--- config.mk ---
export PLATFORM = sky130hd
export DESIGN_NAME = keypad_scanner
export DESIGN_NICKNAME = d
export VERILOG_FILES = /design/src/rtl/keypad_scanner_pkg.sv /design/src/rtl/keypad_scanner_sync2.sv /design/src/rtl/keypad_scanner.sv
export SDC_FILE = /design/constraint.sdc
export NUM_CORES = 1
export LEC_CHECK = 0
export CORE_ASPECT_RATIO = 1.75
export CORE_MARGIN = 3
export CORE_UTILIZATION = 54
export CTS_CLUSTER_DIAMETER = 60
export DETAILED_ROUTE_END_ITERATION = 8
export PLACE_DENSITY = 0.87
export RECOVER_POWER = 25
export SLEW_MARGIN = 20
export SYNTH_ARGS = -nofsm -noshare
export SYNTH_HDL_FRONTEND = slang
export SYNTH_SLANG_ARGS = --single-unit
--- constraint.sdc ---
create_clock -name clk5 -period 2.4 [get_ports clk5]
set_input_delay 0.6 -clock clk5 [delete_from_list [all_inputs] [get_ports clk5]]
set_output_delay 0.6 -clock clk5 [all_outputs]
set_load 0.05 [all_outputs]
--- src/rtl/keypad_scanner_pkg.sv ---
// Shared types and constants for the keypad scanner: FSM states, keycode
// layout, column reset pattern and small row/column decoding helpers.
package keypad_scanner_pkg;

  typedef enum logic [1:0] {
    SCAN         = 2'd0,
    DEBOUNCE     = 2'd1,
    EMIT         = 2'd2,
    WAIT_RELEASE = 2'd3
  } state_e;

  localparam int KEY_VALID_BIT = 4;
  localparam logic [3:0] COL_RESET = 4'b1110;

  function automatic logic one_low(input logic [3:0] v);
    return (v == 4'b1110) || (v == 4'b1101) || (v == 4'b1011) || (v == 4'b0111);
  endfunction

  // Index of the low bit; only meaningful when exactly one bit is low.
  function automatic logic [1:0] low_index(input logic [3:0] v);
    logic [1:0] idx;
    idx = '0;
    for (int unsigned i = 0; i < 4; i++) begin
      if (!v[i]) idx = 2'(i);
    end
    return idx;
  endfunction

endpackage

--- src/rtl/keypad_scanner_sync2.sv ---
// Two-flop synchroniser with asynchronous active-low reset to all-ones,
// used to bring the pulled-up keypad row lines into the clk5 domain.
module sync2 #(
  parameter int WIDTH = 4
) (
  input  logic             clk,
  input  logic             rst_n,
  input  logic [WIDTH-1:0] d,
  output logic [WIDTH-1:0] q
);

  logic [WIDTH-1:0] meta;

  always_ff @(posedge clk or negedge rst_n) begin
    if (!rst_n) begin
      meta <= '1;
      q    <= '1;
    end else begin
      meta <= d;
      q    <= meta;
    end
  end

endmodule

--- src/rtl/keypad_scanner.sv ---
// 4x4 matrix keypad scanner: rotates an active-low column strobe, debounces
// single-key presses and releases, and emits one keycode/newkey per press.
module keypad_scanner
  import keypad_scanner_pkg::*;
#(
  parameter int SCAN_DIV     = 4,
  parameter int DEBOUNCE_CNT = 3
) (
  input  logic       clk5,
  input  logic       reset,
  input  logic [3:0] row,
  output logic [3:0] col,
  output logic [4:0] keycode,
  output logic       newkey,
  output logic       keyheld
);

  localparam int SW = (SCAN_DIV > 1) ? $clog2(SCAN_DIV) : 1;
  localparam logic [SW-1:0] SLOT_LAST = SW'(SCAN_DIV - 1);
  localparam logic [3:0]    DC_LAST   = 4'(DEBOUNCE_CNT);

  logic [3:0]    rs;
  logic [SW-1:0] slot;
  logic          sample;

  state_e     state, state_n;
  logic [3:0] col_n;
  logic [3:0] dcnt, dcnt_n;
  logic [3:0] cand_rs, cand_rs_n;
  logic [1:0] cand_row, cand_row_n;
  logic [1:0] cand_col, cand_col_n;
  logic       held_clr;
  logic [4:0] emit_code;

  sync2 #(.WIDTH(4)) u_row_sync (
    .clk   (clk5),
    .rst_n (reset),
    .d     (row),
    .q     (rs)
  );

  assign sample = (slot == SLOT_LAST);
  assign newkey = (state == EMIT);

  always_ff @(posedge clk5 or negedge reset) begin
    if (!reset) begin
      slot <= '0;
    end else if (sample) begin
      slot <= '0;
    end else begin
      slot <= slot + 1'b1;
    end
  end

  always_comb begin
    state_n    = state;
    col_n      = col;
    dcnt_n     = dcnt;
    cand_rs_n  = cand_rs;
    cand_row_n = cand_row;
    cand_col_n = cand_col;
    held_clr   = 1'b0;
    unique case (state)
      SCAN: begin
        if (sample) begin
          if (one_low(rs)) begin
            cand_rs_n  = rs;
            cand_row_n = low_index(rs);
            cand_col_n = low_index(col);
            if (DC_LAST <= 4'd1) begin
              dcnt_n  = '0;
              state_n = EMIT;
            end else begin
              dcnt_n  = 4'd1;
              state_n = DEBOUNCE;
            end
          end else begin
            col_n = {col[2:0], col[3]};
          end
        end
      end
      DEBOUNCE: begin
        if (sample) begin
          if (rs == cand_rs) begin
            if (dcnt + 4'd1 >= DC_LAST) begin
              dcnt_n  = '0;
              state_n = EMIT;
            end else begin
              dcnt_n = dcnt + 4'd1;
            end
          end else begin
            dcnt_n  = '0;
            state_n = SCAN;
            col_n   = {col[2:0], col[3]};
          end
        end
      end
      EMIT: begin
        state_n = WAIT_RELEASE;
      end
      WAIT_RELEASE: begin
        if (sample) begin
          if (rs == 4'b1111) begin
            if (dcnt + 4'd1 >= DC_LAST) begin
              dcnt_n   = '0;
              held_clr = 1'b1;
              state_n  = SCAN;
              col_n    = {col[2:0], col[3]};
            end else begin
              dcnt_n = dcnt + 4'd1;
            end
          end else begin
            dcnt_n = '0;
          end
        end
      end
      default: state_n = SCAN;
    endcase
  end

  always_comb begin
    emit_code                = {1'b0, cand_row_n, cand_col_n};
    emit_code[KEY_VALID_BIT] = 1'b1;
  end

  // keycode/keyheld load on entry to EMIT so they are already valid while newkey is high.
  always_ff @(posedge clk5 or negedge reset) begin
    if (!reset) begin
      state    <= SCAN;
      col      <= COL_RESET;
      dcnt     <= '0;
      cand_rs  <= '1;
      cand_row <= '0;
      cand_col <= '0;
      keycode  <= '0;
      keyheld  <= 1'b0;
    end else begin
      state    <= state_n;
      col      <= col_n;
      dcnt     <= dcnt_n;
      cand_rs  <= cand_rs_n;
      cand_row <= cand_row_n;
      cand_col <= cand_col_n;
      if (state_n == EMIT) begin
        keycode <= emit_code;
        keyheld <= 1'b1;
      end else if (held_clr) begin
        keyheld <= 1'b0;
      end
    end
  end

endmodule

## Word-level counts from Yosys, hierarchy flattened

Cells that the tools add are included.

| cells by class | value |
|---|---|
| reduce and logical (&&, ||, !) cells | 9 |
| muxes and demuxes | 44 |
| equality and inequality tests | 19 |
| add/sub/neg operators | 2 |
| magnitude comparators | 1 |

Operators with widths:

| cell | number |
|---|---|
| $mux 4 | 14 |
| $mux 2 | 19 |
| $pmux 4 s3 | 2 |
| $eq 4x4->1 const B | 4 |
| $ne 2x2->1 const B | 8 |
| $eq 2x2->1 const B | 4 |
| $mux 1 | 8 |
| $pmux 2 s4 | 1 |
| $reduce_and 8->1 | 1 |
| $reduce_and 5->1 | 1 |
| $add 4x1->4 const B | 1 |
| $eq 4x3->1 const B | 1 |
| $eq 4x4->1 | 1 |
| $ge 4x2->1 const B | 1 |
| $logic_or 1x1->1 | 3 |
| $reduce_and 3->1 | 1 |
| $reduce_bool 3->1 | 1 |
| $add 2x1->2 const B | 1 |
| $eq 2x1->1 const B | 1 |
| $logic_not 2->1 | 1 |
| $reduce_bool 2->1 | 1 |

| storage, ports and cells | value |
|---|---|
| input port bits | 6 |
| output and inout bits | 11 |
| word-level logic and storage cells | 86 |
| bits in registers | 34 |

## Logic depth before layout (Yosys ltp)

| logic depth | value |
|---|---|
| depth after elaboration | 9 |
| gate-level depth with buffers | 7 |
| mapped depth without buffers | 6 |

## Cells and area by module

Synthesis repeated with hierarchy kept, for this count alone.

| second synthesis, totals | value |
|---|---|
| cells, all modules | 114 |
| area, all modules | 1521.5 µm² |

By module, submodules not included:

| module | seq. area each (µm²) | area each (µm²) | times used | cells an instance |
|---|---|---|---|---|
| keypad_scanner | 659.4 | 1311.3 | 1 | 106 |
| sync2 | 210.2 | 210.2 | 1 | 8 |

## Least setup slack after synthesis

OpenSTA, ideal clock, no wires.

| path | value |
|---|---|
| path kind | reg2reg |
| from | reg dcnt[0] |
| to | reg col[0] |
| clock period less this slack | 1857 ps |
| arrival | 1732 ps |
| setup slack | 543 ps |
| cell stages (with the launch flop) | 7 |
| setup time | 125 ps |
| cell sequence | dfrtp_1 ha_1 or3_1 o31ai_1 a21boi_1 o211ai_2 mux2_2 |

| between the ends | value |
|---|---|
| word-level cells in the longest chain between the ends | 4 |

Ends and longest elaborated chain:

| what | line | RTL |
|---|---|---|
| from (decl) | keypad_scanner.sv:28 | `logic [3:0] dcnt, dcnt_n;` |
| from (signal assigned) | keypad_scanner.sv:140 | `dcnt <= dcnt_n;` |
| $add 4x1->4 | keypad_scanner.sv:104 | `if (dcnt + 4'd1 >= DC_LAST) begin` |
| $ge 4x2->1 | keypad_scanner.sv:104 |  |
| $ne 2x2->1 (no source line) | n/a |  |
| $reduce_and 8->1 (no source line) | n/a |  |
| to (signal assigned) | keypad_scanner.sv:139 | `col <= col_n;` |
| to (decl) | keypad_scanner.sv:12 | `output logic [3:0] col,` |

Every way passes these cells.
A chain may end at the register's enable or synchronous reset.

## Worst setup path after layout

| path | value |
|---|---|
| from | reg col[1] |
| to | out col[1] |

No word-level cell between the ends.

==> qor.txt <==
RUN STATUS
-----------------------------------------------------------------------------------------------
Status                                                                             finished clean

STA
-----------------------------------------------------------------------------------------------
Final Skew                                                                            0.0109 ns
Worst slew pin tran                                                                    0.794 ns
Final Cycle Share                                                                         0.934
Fmax                                                                                    446 MHz
Worst path setup slack after routing                                                   0.158 ns
Final-report hold violation count                                                             0
Minimum clock period                                                                    2.24 ns
# setup viols final                                                                           0
Tightest slew margin relative to the limit                                                0.471
Setup Total Neg Slack                                                                      0 ns
Setup repair after global routing missed its margin                                          no
Number of pins exceeding their max-slew limit in the final report                             0

WORST SETUP PATH
-----------------------------------------------------------------------------------------------
Required arrival time at the worst endpoint                                             1.80 ns
Cell-by-cell listing of the critical path                                          clkdlybuf4s50_1
R2r setup slk                                                                           0.37 ns
Reg-to-reg endpoint                                                                col[0]$_DFFE_PN0P_
Logic depth of the worst register-to-register path                                            6
Kind of critical path                                                                   reg2out
Sum of buffers and inverters on the critical path                                             1
Stage delay of the slowest cell on the critical path                                    0.82 ns
Cell family contributing the most delay on the critical path                       buffers and inverters
Maximum fanout count along the critical path                                                  4
CP max-delay cell                                                                  clkdlybuf4s50_1
Sort of element at the end of the critical path                                    primary output
WP data arrival                                                                         1.64 ns
Startpoint of the lowest-slack register-to-register path                           dcnt[0]$_DFFE_PN0P_
Sort of element at the start of the critical path                                          flop

MIN PATH
-----------------------------------------------------------------------------------------------
Type of the tightest min-delay check                                                    reg2reg
Worst Hold Path Cells                                                                         0
Min-delay src                                                                      u_row_sync.meta[2]$_DFF_PN1_
Worst Hold End                                                                     u_row_sync.q[2]$_DFF_PN1_

LOGIC SYNTHESIS
-----------------------------------------------------------------------------------------------
Fraction of the yosys area taken by sequential cells                                      0.585
Post-synth EDFFs                                                                              0
Most frequently used cell type in the post-synthesis netlist                            dfrtp_1
Mean Syn Cell Area                                                                     12.9 µm²
Largest area contributor in the netlist                                                 dfrtp_1
Async set-or-reset flop fraction in the synthesized netlist                                1.00
Syn Nets                                                                                    124
Synthesized cell area                                                               0.00149 mm²
Most used DFF post-synth                                                                dfrtp_1
Post-synthesis register bit count                                                            34
Most area-consuming cells after synthesis                                          dfrtp_1 32%, dfstp_2 26%, mux2_2 9.8%
Fraction of synthesized cell area taken by the top area cell type                         0.320
Unique cell type count in the Yosys netlist                                                  37
Number of cells produced by synthesis                                                       115
Number of synthesis warnings                                                                  0
Post-synth top cells                                                               19 x dfrtp_1, 15 x dfstp_2, 13 x mux2_2, 12 x nand2_1, 5 x inv_1

FLOW RUN
-----------------------------------------------------------------------------------------------
Max-cap violation count                                                                       0

GLOBAL ROUTING
-----------------------------------------------------------------------------------------------
Number of global-route vias before repair                                                   958
Global-route usage over all layers                                                        0.175
Initial antenna violation count                                                               0
Pin count of the biggest net entering global routing                                         35
Overflow left after global routing                                                            0
Global-route wire length before repair                                                  4.19 mm

DRT
-----------------------------------------------------------------------------------------------
Number of routed nets with antenna violations                                                 0
Vias per Instance                                                                          5.70
Total number of vias                                                                        918
Number of design-rule violations left by the first detailed-router iteration                 21
DR pass1 iterations                                                                           4
Routed wirelength normalized by instance count                                          15.5 µm
Total wirelength of the detailed-routed design                                          2.50 mm
Post-route DRC                                                                                0

FLOORPLAN
-----------------------------------------------------------------------------------------------
Floorplan die width                                                                     45.7 µm
Starting density of the core                                                              0.583
Die height                                                                              75.4 µm
Area inside the core boundary                                                       0.00255 mm²
Number of core rows                                                                          24
Top-level I/O count                                                                          17
Die outline area                                                                    0.00345 mm²

PWR
-----------------------------------------------------------------------------------------------
Total leakage power                                                                    0.809 nW
Internal power                                                                         0.925 mW
Power Dens Cells                                                                     699 mW/mm²
Net load switching power                                                               0.293 mW
Clk pwr share                                                                             0.351
Net switching share of the total power                                                    0.241
VDD IR-drop max                                                                        0.609 mV
Share of power burned in combinational logic                                              0.096
Register share of total power                                                             0.552

PLACE
-----------------------------------------------------------------------------------------------
Pre-CTS setup slack                                                                    0.385 ns
Weighted congestion at the end of routability-driven global placement                     0.909
Port Buffer Count                                                                            16
DP HPWL                                                                                 1.85 mm

CLOCKING
-----------------------------------------------------------------------------------------------
Hold_buf cts                                                                                  0
Clock root buffer master                                                               clkbuf_8
Clock input transition at the sequential cells of the worst setup and hold paths        0.07 ns
Number of instances resized during post-cts repair                                            0
Number of buffers created by CTS                                                              5
Total clock sinks                                                                            34
Clock tree buffer depth                                                                       2
Clock latency on the worst-skew pair                                                    0.29 ns
TritonCTS clock tree                                                                      built
Setup Fix Bufs, Post-CTS                                                                      0
H-tree levels                                                                                 2

LAYOUT
-----------------------------------------------------------------------------------------------
Antenna diodes                                                                                0
Net count, final                                                                            143
Share of final-layout standard cells stronger than drive strength 1                       0.319
Fill cell count                                                                             171
Layout overhead on the synthesized area                                                   17.2%

metrics by stage:
| stage | std cells | hold slack (ns) | util | cell area (µm²) | power (mW) |
|---|---|---|---|---|---|
| 3_3_place_gp | 153 | 0.346 | 0.648 | 1650 | 0.789 |
| 4_1_cts | 161 | 0.354 | 0.683 | 1740 | 1.23 |
| 2_1_floorplan | 115 | 0.304 | - | 1490 | 0.762 |
| 6_report | 161 | 0.353 | 0.683 | 1740 | 1.22 |
| 3_5_place_dp | 153 | 0.349 | 0.648 | 1650 | 0.805 |
| 5_1_grt | 161 | 0.362 | 0.683 | 1740 | 1.27 |
layout by cell type (no fill, tap or decap), types with 2 or more instances in the layout:
master,count
a21o_1,2
clkbuf_8,6
o21ai_0,3
nand3_1,2
mux2_2,13
nand4b_1,2
inv_1,5
xor2_1,4
dlygate4sd3_1,5
o211ai_2,2
nor2_1,4
dfstp_2,15
and2_1,2
dfrtp_1,19
nor3_1,2
a21oi_1,2
ha_1,3
mux2_4,2
nand2_1,12
clkdlybuf4s50_1,10
worst max path at each step:
stage          slack (ns)            endpoint           startpoint  cells past startpoint
2_1_floorplan        0.54  col[0]$_DFFE_PN0P_  dcnt[0]$_DFFE_PN0P_                      6
3_3_place_gp         0.42              newkey   state[1]$_DFF_PN0_                      3
3_5_place_dp         0.38  col[0]$_DFFE_PN0P_  dcnt[0]$_DFFE_PN0P_                      6
4_1_cts               0.1              newkey   state[1]$_DFF_PN0_                      3
5_1_grt              0.11              col[2]   col[2]$_DFFE_PN1P_                      1
6_report             0.16              col[1]   col[1]$_DFFE_PN1P_                      1
flip-flops by register name, indices dropped and copies added, names as in the netlist:
| register | cells |
|---|---|
| cand_rs | 4 |
| u_row_sync.meta | 4 |
| state | 2 |
| dcnt | 4 |
| cand_col | 2 |
| keyheld | 1 |
| keycode | 5 |
| cand_row | 2 |
| col | 4 |
| u_row_sync.q | 4 |
| slot | 2 |
logic make-up after synthesis:
| group | after synthesis | synth area share |
|---|---|---|
| flip-flops | 34 | 0.585 |
| AND/OR/NAND/NOR | 31 | 0.118 |
| AO/OA/AOI/OAI | 17 | 0.0883 |
| multiplexers | 15 | 0.119 |
| buffers and inverters | 10 | 0.0362 |
| XOR/XNOR | 5 | 0.0294 |
| adder cells (fa/ha/maj) | 3 | 0.0252 |
area by class of cell:
cell class | instances | area (µm²) | share of cell area
well taps | 26 | 32.5 | 0.0187
flip-flops and latches | 34 | 870 | 0.499
clock buffers | 7 | 86.3 | 0.0495
repair buffers | 17 | 168 | 0.0961
multi-input cells | 71 | 564 | 0.324
clock inverters | 1 | 5.00 | 0.00287
inverters | 5 | 18.8 | 0.0108
power groups by stage:
stage	clock (mW)	sequential (mW)	combinational (mW)
5_1_grt	0.460	0.680	0.131
6_report	0.428	0.673	0.117
3_3_place_gp	0	0.676	0.113
2_1_floorplan	0	0.667	0.0954
3_5_place_dp	0	0.683	0.122
4_1_cts	0.436	0.673	0.123
metal layers:
metal / vias up / GRT usage / part of all wire
li1: 435 / - / -
met1: 457 / 0.200 / 0.40
met2: 20 / 0.280 / 0.53
met3: 6 / 0.0496 / 0.034
met4: 0 / 0.111 / 0.032
met5: - / 0 / 0
No activity file was read; power rests on OpenSTA's default activity.
==> RTL edit, RTL diff (config.mk and constraints unchanged) <==
The parameter `SCAN_DIV` goes from 4 to 8.
--- a/src/rtl/keypad_scanner.sv
+++ b/src/rtl/keypad_scanner.sv
@@ -3,7 +3,7 @@
 module keypad_scanner
   import keypad_scanner_pkg::*;
 #(
-  parameter int SCAN_DIV     = 4,
+  parameter int SCAN_DIV     = 8,
   parameter int DEBOUNCE_CNT = 3
 ) (
   input  logic       clk5,
Formal check against the unedited RTL: not equivalent (a bounded check fails within 10 cycles, from zero or initial values and one cycle with reset low).
==> RTL edit against the unedited design <==
Final area increased by 4.6%; area after synthesis rose by 5.8%; clock power shrank 4%; routed wire length rose by 6.1%; power fell by 1.9%; register-to-register slack lost 0.19 ns; setup slack got worse by 0.055 ns; sequential cell count rose by 1; critical path type unchanged.
==> RTL edit: results (changes against the unedited design) <==
stage,metric,value,unit,change
outcome,run_status,"finished, final reports clean",,
global_route,globalRouteMet1Util,21.9,%,+1.9 points
global_route,grt_max_degree,36,,+2.9%
global_route,use_met3,6.03,%,+1.1 points
detailed_routing,first_pass_iters,2,,-2
clocking,cts_setup_buffers,0,,unchanged
pwr,power.leakage,0.000802,uW,-0.78%
global_route,grtUsageMet2,29.7,%,+1.7 points
clocking,clk_pin_slew,0.07,ns,about the same
sta,worst_pin_slew,0.796,ns,+0.00177 ns
sta,clock_skew,0.00870,ns,-0.00217 ns
placed_design,gp_congestion,0.800,,-12%
placed_design,placed_area,0.00174,mm^2,+5.4%
synth,synthesis.nets,129,,+4.0%
worst_setup_path,critPathMaxFanout,6,,+2
worst_setup_path,cp.arrival,1.70,ns,+0.06 ns
synth,ys_seq_area_share,56.8,%,-1.6 points
placed_design,hpwl,1920,um,+3.6%
synth,synth.distinct_cells,34,,-8.1%
layout,drive_gt1_share,36.2,%,+4.3 points
detailed_routing,wl_met2,1460,um,+9.1%
worst_setup_path,crit_path_max_incr_delay,0.80,ns,-0.02 ns
clocking,ctsResizeCount,0,,unchanged
synth,synth.area.top_cells,"dfrtp_1 (32%), dfstp_2 (25%), mux2_2 (9.3%)",,
global_route,track_usage,18.8,%,+1.3 points
global_route,grt_pass1_vias,1065,,+11%
clocking,numCtsBuffers,5,,unchanged
detailed_routing,met1_length,977,um,-1.6%
layout,nets,150,,+4.9%
detailed_routing,finalWirelength,2650,um,+6.1%
hold_path,hp-class,reg2reg,,
detailed_routing,wl_met3,132,um,+53%
pwr,power.switching,291,uW,-0.96%
pwr,ir_drop,0.000594,V,-2.5%
global_route,grt_pass1_wl,4870,um,+16%
detailed_routing,vias,978,,+6.5%
clocking,clk_latency,0.29,ns,about the same
detailed_routing,drtIter0Drc,38,,+81%
synth,synth_common_cells,"dfrtp_1 (20), dfstp_2 (15), mux2_2 (13)",,
## RTL edit: cell count changes after synthesis, moves of 3 or more
cell / change
nor2b_1: +4
nand2_1: -6
a21oi_1: +3
and3_2: +3
## RTL edit: final cells by class
class	instances	area (um^2)
clock inverters	2	12.5
repair buffers	18	173
inverters	6	22.5
flip-flops and latches	35	895
multi-input cells	74	616
fillers	200	928
well taps	27	33.8
clock buffers	6	72.6
## RTL edit: logic make-up after synthesis
| logic type | after synthesis | share of synthesized area [%] |
|---|---|---|
| compound gates | 20 | 9.62 |
| mux | 15 | 11.2 |
| simple gates | 30 | 11.8 |
| flops | 35 | 56.8 |
| fa+ha+maj | 4 | 3.18 |
| buf+inv | 10 | 4.05 |
| xor+xnor | 5 | 3.26 |
## RTL edit: power by group through the flow
stage	Clock [uW]	Sequential (uW)	Combinational, uW
after floorplan	0	677	80.1
after global placement	0	684	105
after global routing	447	684	120
after detailed placement	0	689	111
final	411	678	106
after CTS	420	679	111
## RTL edit: per-stage QoR
step                      total power, uW  setup slack, ns  hold slack [ns]  std cells
final                                1200            0.104            0.357        168
after CTS                            1210            0.100            0.359        168
after global routing                 1250          0.00173            0.360        168
after detailed placement              800            0.237            0.349        160
after floorplan                       758            0.453            0.304        119
after global placement                790            0.322            0.346        160
## RTL edit: path summary, 6_finish.rpt
kind | startpoint | to | slack [ns] | depth (start not counted)
max | state[1] | newkey | 0.10 | 2
min | u_row_sync.meta[1] | u_row_sync.q[1] | 0.36 | 0
max reg2reg | slot[0] | keycode[0] | 0.18 | 7
min reg2reg | u_row_sync.meta[1] | u_row_sync.q[1] | 0.36 | 0
max in group asynchronous | reset | cand_row[1] | 0.97 | 2
min in group asynchronous | reset | state[0] | 0.92 | 2
